### src/rtl/cell_plotter_if.sv
// Event-in / pixel-out bundle for cell_plotter.
// The master side is the event source; the slave side is the plotter.
interface cell_plotter_if;
    logic       in_valid;
    logic       in_ready;
    logic [7:0] in_x;
    logic [7:0] in_y;
    logic [2:0] in_color;
    logic [7:0] vga_x;
    logic [7:0] vga_y;
    logic [2:0] vga_colour;
    logic       vga_plot;
    logic       busy;

    modport master (
        output in_valid, in_x, in_y, in_color,
        input  in_ready, vga_x, vga_y, vga_colour, vga_plot, busy
    );

    modport slave (
        input  in_valid, in_x, in_y, in_color,
        output in_ready, vga_x, vga_y, vga_colour, vga_plot, busy
    );
endinterface

### src/rtl/cell_plotter.sv
// Expands cell-change events into square pixel blocks for a 160x120 vga_adapter, one pixel per clock.
// Optional macro CELL_PLOTTER_GRID_LINES_EN paints the top row and left column of every block blue.
module cell_plotter #(
    parameter int GRID_DIM   = 4,
    parameter int CELL_SHIFT = 3,
    parameter int FIFO_DEPTH = 4,
    parameter int X_ORG      = 0,
    parameter int Y_ORG      = 0
) (
    input logic           clock,
    input logic           reset,
    cell_plotter_if.slave bus
);
    localparam int         AW       = $clog2(FIFO_DEPTH);
    localparam logic [7:0] GRID_LIM = 8'(GRID_DIM);

    typedef struct packed {
        logic [7:0] x;
        logic [7:0] y;
        logic [2:0] col;
    } event_t;

    typedef enum logic {IDLE, PLOT} state_t;

    event_t          mem_q [FIFO_DEPTH];
    logic [AW:0]     wr_ptr_q, wr_ptr_d;
    logic [AW:0]     rd_ptr_q, rd_ptr_d;
    logic [AW:0]     count;
    logic            full, empty, push, pop;
    event_t          head, in_evt;
    logic            head_ok;

    state_t          state_q, state_d;
    event_t          cur_q, cur_d;
    logic [CELL_SHIFT-1:0] sx_q, sx_d, sy_q, sy_d;
    logic            last_px;
    logic [7:0]      pix_x, pix_y;
    logic [2:0]      pix_col;

    logic [7:0]      vga_x_q, vga_x_d;
    logic [7:0]      vga_y_q, vga_y_d;
    logic [2:0]      vga_colour_q, vga_colour_d;
    logic            vga_plot_q, vga_plot_d;

    // Pointers carry one extra bit so full and empty are distinguishable.
    always_comb begin
        count   = wr_ptr_q - rd_ptr_q;
        full    = count[AW];
        empty   = (count == '0);
        push    = bus.in_valid && !full;
        head    = mem_q[rd_ptr_q[AW-1:0]];
        head_ok = (head.x < GRID_LIM) && (head.y < GRID_LIM);
        in_evt  = '{x: bus.in_x, y: bus.in_y, col: bus.in_color};
        last_px = (&sx_q) && (&sy_q);
        pix_x   = 8'(X_ORG) + (cur_q.x << CELL_SHIFT) + 8'(sx_q);
        pix_y   = 8'(Y_ORG) + (cur_q.y << CELL_SHIFT) + 8'(sy_q);
`ifdef CELL_PLOTTER_GRID_LINES_EN
        pix_col = (sx_q == '0 || sy_q == '0) ? 3'b001 : cur_q.col;
`else
        pix_col = cur_q.col;
`endif
    end

    always_comb begin
        state_d      = state_q;
        cur_d        = cur_q;
        sx_d         = sx_q;
        sy_d         = sy_q;
        pop          = 1'b0;
        vga_plot_d   = 1'b0;
        vga_x_d      = vga_x_q;
        vga_y_d      = vga_y_q;
        vga_colour_d = vga_colour_q;
        case (state_q)
            IDLE: begin
                if (!empty) begin
                    pop   = 1'b1;
                    cur_d = head;
                    sx_d  = '0;
                    sy_d  = '0;
                    if (head_ok) state_d = PLOT;
                end
            end
            PLOT: begin
                vga_plot_d   = 1'b1;
                vga_x_d      = pix_x;
                vga_y_d      = pix_y;
                vga_colour_d = pix_col;
                sx_d         = sx_q + 1'b1;
                if (&sx_q) sy_d = sy_q + 1'b1;
                // An out-of-range head is left for IDLE to discard, so only in-range heads chain here.
                if (last_px) begin
                    if (!empty && head_ok) begin
                        pop   = 1'b1;
                        cur_d = head;
                    end else begin
                        state_d = IDLE;
                    end
                end
            end
            default: state_d = IDLE;
        endcase
        wr_ptr_d = wr_ptr_q + {{AW{1'b0}}, push};
        rd_ptr_d = rd_ptr_q + {{AW{1'b0}}, pop};
    end

    always_ff @(posedge clock) begin
        if (push) mem_q[wr_ptr_q[AW-1:0]] <= in_evt;
    end

    always_ff @(posedge clock or posedge reset) begin
        if (reset) begin
            wr_ptr_q     <= '0;
            rd_ptr_q     <= '0;
            state_q      <= IDLE;
            cur_q        <= '0;
            sx_q         <= '0;
            sy_q         <= '0;
            vga_x_q      <= '0;
            vga_y_q      <= '0;
            vga_colour_q <= '0;
            vga_plot_q   <= 1'b0;
        end else begin
            wr_ptr_q     <= wr_ptr_d;
            rd_ptr_q     <= rd_ptr_d;
            state_q      <= state_d;
            cur_q        <= cur_d;
            sx_q         <= sx_d;
            sy_q         <= sy_d;
            vga_x_q      <= vga_x_d;
            vga_y_q      <= vga_y_d;
            vga_colour_q <= vga_colour_d;
            vga_plot_q   <= vga_plot_d;
        end
    end

    assign bus.in_ready   = !full;
    assign bus.busy       = !empty || (state_q != IDLE);
    assign bus.vga_x      = vga_x_q;
    assign bus.vga_y      = vga_y_q;
    assign bus.vga_colour = vga_colour_q;
    assign bus.vga_plot   = vga_plot_q;
endmodule

### src/flat_wrapper.sv
// flat-port wrapper written by rule: the top's interface ports become plain ports
module cell_plotter_flat 
#(
    parameter int GRID_DIM   = 4,
    parameter int CELL_SHIFT = 3,
    parameter int FIFO_DEPTH = 4,
    parameter int X_ORG      = 0,
    parameter int Y_ORG      = 0
)
  (clock, reset, bus_in_valid, bus_in_x, bus_in_y, bus_in_color, bus_in_ready, bus_vga_x, bus_vga_y, bus_vga_colour, bus_vga_plot, bus_busy);
  cell_plotter_if bus_i ();
  input logic clock;
  input logic reset;
  input wire logic [$bits(bus_i.in_valid)-1:0] bus_in_valid;
  input wire logic [$bits(bus_i.in_x)-1:0] bus_in_x;
  input wire logic [$bits(bus_i.in_y)-1:0] bus_in_y;
  input wire logic [$bits(bus_i.in_color)-1:0] bus_in_color;
  output wire logic [$bits(bus_i.in_ready)-1:0] bus_in_ready;
  output wire logic [$bits(bus_i.vga_x)-1:0] bus_vga_x;
  output wire logic [$bits(bus_i.vga_y)-1:0] bus_vga_y;
  output wire logic [$bits(bus_i.vga_colour)-1:0] bus_vga_colour;
  output wire logic [$bits(bus_i.vga_plot)-1:0] bus_vga_plot;
  output wire logic [$bits(bus_i.busy)-1:0] bus_busy;
  assign bus_i.in_valid = bus_in_valid;
  assign bus_i.in_x = bus_in_x;
  assign bus_i.in_y = bus_in_y;
  assign bus_i.in_color = bus_in_color;
  assign bus_in_ready = bus_i.in_ready;
  assign bus_vga_x = bus_i.vga_x;
  assign bus_vga_y = bus_i.vga_y;
  assign bus_vga_colour = bus_i.vga_colour;
  assign bus_vga_plot = bus_i.vga_plot;
  assign bus_busy = bus_i.busy;
  cell_plotter #(.GRID_DIM(GRID_DIM), .CELL_SHIFT(CELL_SHIFT), .FIFO_DEPTH(FIFO_DEPTH), .X_ORG(X_ORG), .Y_ORG(Y_ORG)) u_core (.clock(clock), .reset(reset), .bus(bus_i));
endmodule
### config.mk
export PLATFORM = sky130hd
export DESIGN_NAME = cell_plotter_flat
export DESIGN_NICKNAME = d
export VERILOG_FILES = /design/src/rtl/cell_plotter_if.sv /design/src/rtl/cell_plotter.sv /design/src/flat_wrapper.sv
export SDC_FILE = /design/constraint.sdc
export NUM_CORES = 1
export LEC_CHECK = 0
export ABC_CLOCK_PERIOD_IN_PS = 3900
export CORE_UTILIZATION = 50
export CTS_BUF_LIST = sky130_fd_sc_hd__clkbuf_4
export DETAILED_ROUTE_END_ITERATION = 12
export HOLD_SLACK_MARGIN = 0.06
export PLACE_DENSITY_LB_ADDON = 0.2
export REMOVE_ABC_BUFFERS = 1
export SLEW_MARGIN = 0
export SYNTH_ARGS = -nofsm -noshare
export SYNTH_HDL_FRONTEND = slang
export SYNTH_SLANG_ARGS = --single-unit
### constraint.sdc
create_clock -name clock -period 3.9 [get_ports clock]
set_input_delay 0.975 -clock clock [delete_from_list [all_inputs] [get_ports clock]]
set_output_delay 0.975 -clock clock [all_outputs]
set_load 0.01 [all_outputs]
; Word-level counts from Yosys, hierarchy flattened
; Memories as Yosys holds them, arrays and structs flattened.
; Index checks and enable logic that the tools add are counted.
[op_classes]
addsub = 7
multipliers = 0
n_div = 0
n_lt_le_gt_ge = 2
n_eq_ne = 4
n_shift = 0
n_mux = 19
bitwise = 1
n_reduce_logical = 12
[op_table]
columns = op, count
row1 = $mux W16, 3
row2 = $pmux W16 S2, 1
row3 = $add A8 B3 Y8, 2
row4 = $lt A8 B3 Y1 const B, 2
row5 = $pmux W3 S2, 2
row6 = $mux W1, 9
row7 = $reduce_and A3 Y1, 3
row8 = $ne A2 B2 Y1 const B, 4
row9 = $add A3 B1 Y3, 2
row10 = $add A3 B1 Y3 const B, 2
row11 = $mux W3, 2
row12 = $logic_and A1 B1 Y1, 4
row13 = $pmux W1 S2, 2
row14 = $logic_not A3 Y1, 1
row15 = $sub A3 B3 Y3, 1
row16 = $logic_not A1 Y1, 2
row17 = $reduce_and A2 Y1, 1
row18 = $logic_or A1 B1 Y1, 1
row19 = $not A1 Y1, 1
[word_totals]
register_bits = 46
latchBits = 0
ramBits = 76
mem_bits_ro = 0
in_bits = 22
output_inout_bits = 22
elab_cells = 58
n_memories = 1
[memory_table]
columns = name, depth, width, rd, rd_clocked_by_memory_dff, write_ports, line
row1 = u_core.mem_q, 4, 19, 1, 0, 1, cell_plotter.sv:25  ; event_t mem_q [FIFO_DEPTH];

; Longest topological paths before layout
[depth]
ltp_word = 8
mapped_depth = 13
depth_no_buf = 11

; Least setup slack after synthesis
; Ideal clock, no wire load.
[synth_path]
path_type = reg-to-reg
startpoint = register u_core.wr_ptr_q[0]
endpoint = memory u_core.mem_q[2][0] in the netlist's numbering (enable)
setup_ps = 419
t_arrival_ps = 2904
required_ps = 3481
path_slack_ps = 577
stages_incl_launch_ff = 7
path_buffers = 0
period_less_slack_ps = 3323
cell_sequence = dfrtp_1 > inv_1 > ha_1 > fa_1 > xnor3_1 > nand2_1 > nor3_1
[synth_between]
elab_chain_len = 5
[synth_rtl]
columns = item, line
row1 = start: declaration, cell_plotter.sv:26  ; logic [AW:0] wr_ptr_q, wr_ptr_d;
row2 = start signal: assignment, cell_plotter.sv:124  ; wr_ptr_q <= wr_ptr_d;
row3 = $sub A3 B3 Y3, cell_plotter.sv:47  ; count = wr_ptr_q - rd_ptr_q;
row4 = $logic_not A1 Y1, -
row5 = named net bus_in_ready, flat_wrapper.sv:18  ; output wire logic [$bits(bus_i.in_ready)-1:0] bus_in_ready;
row6 = $logic_and A1 B1 Y1, cell_plotter.sv:50  ; push = bus.in_valid && !full;
row7 = $mux W1, cell_plotter.sv:108  ; if (push) mem_q[wr_ptr_q[AW-1:0]] <= in_evt;
row8 = $mux W1 (not written as such), cell_plotter.sv:108
row9 = end: declaration, cell_plotter.sv:25
; The timed path passes the listed nets, and every way through them passes these cells.

; Final worst setup path
[layout_path]
startpoint = register u_core.wr_ptr_q[0]
endpoint = output bus_busy
[layout_between]
elab_chain_len = 4
[layout_rtl]
columns = item, line
row1 = $sub A3 B3 Y3, cell_plotter.sv:47
row2 = $logic_not A3 Y1, cell_plotter.sv:49  ; empty = (count == '0);
row3 = $logic_not A1 Y1, -
row4 = $logic_or A1 B1 Y1, cell_plotter.sv:138  ; assign bus.busy = !empty || (state_q != IDLE);
row5 = end: declaration, flat_wrapper.sv:23  ; output wire logic [$bits(bus_i.busy)-1:0] bus_busy;
; Every way passes these cells.

==> reports/results.txt <==
CORE AREA - 0.00889 mm2
Root Driver - clkbuf_4
Crit Path Class - register to output port
RR Endpoint - u_core.rd_ptr_q[2]
# rows - 34
largest net degree at the start of global routing - 47
data required time of the worst path - 2920 ps
Fmax - 276 MHz
max-cap viol count - 0
GP Congestion - 0.742
grt ovf - 0
flop and latch count out of synthesis - 122
# port buffers - 43
Die H - 98.5 um
global-route wire length before repair - 12000 um
TNS Setup - 0 ps
Hold WS - 477 ps
Synth warnings - 0
hpwl dp - 4500 um
layout cells sized above 1 - 0.271
clk slew on worst S/H paths - 110 ps
min Tclk post-route - 3620 ps
most common cell after layout, fill and taps aside - edfxtp_1
Layout fillers - 644
CTS buffer count - 17
vias in the first global route - 2337
register area - 0.00343 mm2
first-pass detailed-route iteration total - 11
switch share - 0.288
Peak VDD IR - 328 uV
Longest Clk Path Bufs - 2
Synth cell types - 31
Top Ports - 44
initial antenna violation count - 0
Crit Path Max Fanout - 9
post-cts hold buffer count - 0
# setup viols final - 0
Flop pwr share - 0.419
sequential area share after synthesis - 0.737
clock tree sinks - 122
status - finished with violations
RSZ-0062 raised after global routing - no
DR WL/cell - 16.9 um
syn avg cell area - 18.8 um2
CTS tree - built
Layout Skew - 20.8 ps
die area - 0.00971 mm2
power per cell area - 825 mW/mm2
Tot Pwr - 4.63 mW
Psw - 1.34 mW
Worst-Margin Slew - 935 ps
Period Utilization, post-route - 0.929
worst r2r path cells - 11
Syn Inst Count - 248
Post-route DRC - 1
post-CTS sizing - 0
P_leak - 2.15 nW
area of the multi-input gates - 0.00116 mm2
most frequent cells in the layout - 76 x edfxtp_1, 46 x dfrtp_1, 43 x clkdlybuf4s50_1
Initial Util - 0.524
hold endpoint - u_core.wr_ptr_q[2]
clock share of power - 0.237
combinational share of power - 0.344
crit path DAT - 2650 ps
max-slew violations - 0
HP Class - register to register
R2R setup slack - 770 ps
crit path capture type - output port
Die Width - 98.5 um
diodes inserted - 0
CTS H-tree lvls - 4
failing checks - DRC
GRT Total Usage - 0.170
P&R area growth vs syn - 20.4%
routed vias - 2247
Vias per Instance - 5.24
launching point of the worst reg2reg path - u_core.wr_ptr_q[0]
cell area after synthesis - 0.00466 mm2
Hold Path Depth - 1
Hold Crit Start - u_core.wr_ptr_q[2]
nets - 340
antenna-violating nets left - 0
DRT iter0 DRCs - 100
Worst-Skew Late Latency - 490 ps
crit path launch type - register
routed wire length - 7230 um
Slew Limit Headroom - 0.375
Int Power - 3.29 mW
final hold vios - 0
-- cells by family after synthesis --
logic type | count (synthesis) | share of synthesized area
flip-flops | 122 | 0.737
multiplexers | 46 | 0.149
AND/OR/NAND/NOR | 36 | 0.0381
buffers and inverters | 17 | 0.0188
AO/OA/AOI/OAI | 13 | 0.0185
adder cells (fa/ha/maj) | 10 | 0.0285
XOR/XNOR | 4 | 0.0105
-- power by group through the flow --
stage	Combinational (mW)	Clock (mW)	Sequential [mW]
after floorplan	0.970	0	2.05
after global placement	1.58	0	1.96
after detailed placement	1.61	0	1.97
after CTS	1.62	1.12	1.95
after global routing	1.74	1.17	1.98
final	1.59	1.10	1.94
-- flip-flops by register name, summed over array words and instances (netlist names), 3 cells and up --
register / count
u_core.mem_q: 76
u_core.cur_q: 10
u_core.bus.vga_x: 8
u_core.bus.vga_y: 8
u_core.bus.vga_colour: 3
u_core.pix_col: 3
u_core.rd_ptr_q: 3
u_core.sx_q: 3
u_core.sy_q: 3
u_core.wr_ptr_q: 3
-- layout make-up --
type	instances	area share
well taps	108	0.0241
flip-flops and latches	122	0.612
inverters	7	0.00468
repair buffers	51	0.0874
clock inverters	13	0.0399
clock buffers	19	0.0254
multi-input cells	109	0.206
-- layer usage --
layer,global-route usage,part of all wire
met5,0,0
met4,0.0746,0.011
met3,0.0525,0.035
met2,0.266,0.49
met1,0.222,0.47
-- worst max path at each step --
stage / depth (start not counted) / startpoint / slack (ps) / end
2_1_floorplan: 5 / u_core.rd_ptr_q[0] / 180 / u_core.mem_q[2][0]
3_5_place_dp: 7 / u_core.wr_ptr_q[0] / 570 / bus_busy
6_report: 7 / u_core.wr_ptr_q[0] / 280 / bus_busy
3_3_place_gp: 7 / u_core.wr_ptr_q[0] / 630 / bus_busy
5_1_grt: 7 / u_core.wr_ptr_q[0] / 60 / bus_busy
4_1_cts: 7 / u_core.wr_ptr_q[0] / 20 / bus_busy
-- synth_stat cells --
library cell	count	area, um2
edfxtp_1	76	2280
dfrtp_1	46	1150
mux2_2	19	214
mux4_2	13	293
ha_1	9	113
mux2_4	9	135
nand2_1	9	33.8
nor2_1	8	30.0
nor3_1	8	40.0
inv_1	7	26.3
clkbuf_1	6	22.5
o21ai_0	6	30.0
mux2i_1	5	50.1
nand3_1	4	20.0
buf_6	3	33.8
nor4_1	3	18.8
xor2_1	3	26.3
a21oi_1	1	5.00
a221oi_1	1	8.76
a31o_2	1	8.76
a31oi_1	1	6.26
a32o_1	1	10.0
and3_4	1	11.3
buf_2	1	5.00
fa_1	1	20.0
nand4b_1	1	8.76
o21bai_1	1	7.51
o32a_1	1	10.0
or3_1	1	6.26
or3b_2	1	8.76
xnor3_1	1	22.5
-- worst max-delay path, stage by stage, from the launching register on --
cell             delay [ps]
dfrtp_1                 410
inv_1                   110
ha_1                    200
fa_1                    370
xnor3_1                 260
and3_4                  260
nand2_1                  80
clkdlybuf4s50_1         480
-- what timing repair did --
| action | in CTS | in global routing |
|---|---|---|
| endpoints found under the hold margin | 0 | 0 |
| buffers inserted | 0 | 1 |
| endpoints found under the setup margin | 0 | 1 |
-- stage by stage --
stage / setup WS [ps] / instance area [um2] / cells / util
2_1_floorplan: 179 / 4600 / 238 / -
3_3_place_gp: 626 / 5240 / 396 / 0.589
3_5_place_dp: 573 / 5240 / 396 / 0.589
4_1_cts: 16.7 / 5600 / 428 / 0.630
5_1_grt: 59.1 / 5610 / 429 / 0.631
6_report: 278 / 5610 / 429 / 0.631
No activity file was read; power rests on OpenSTA's default activity.
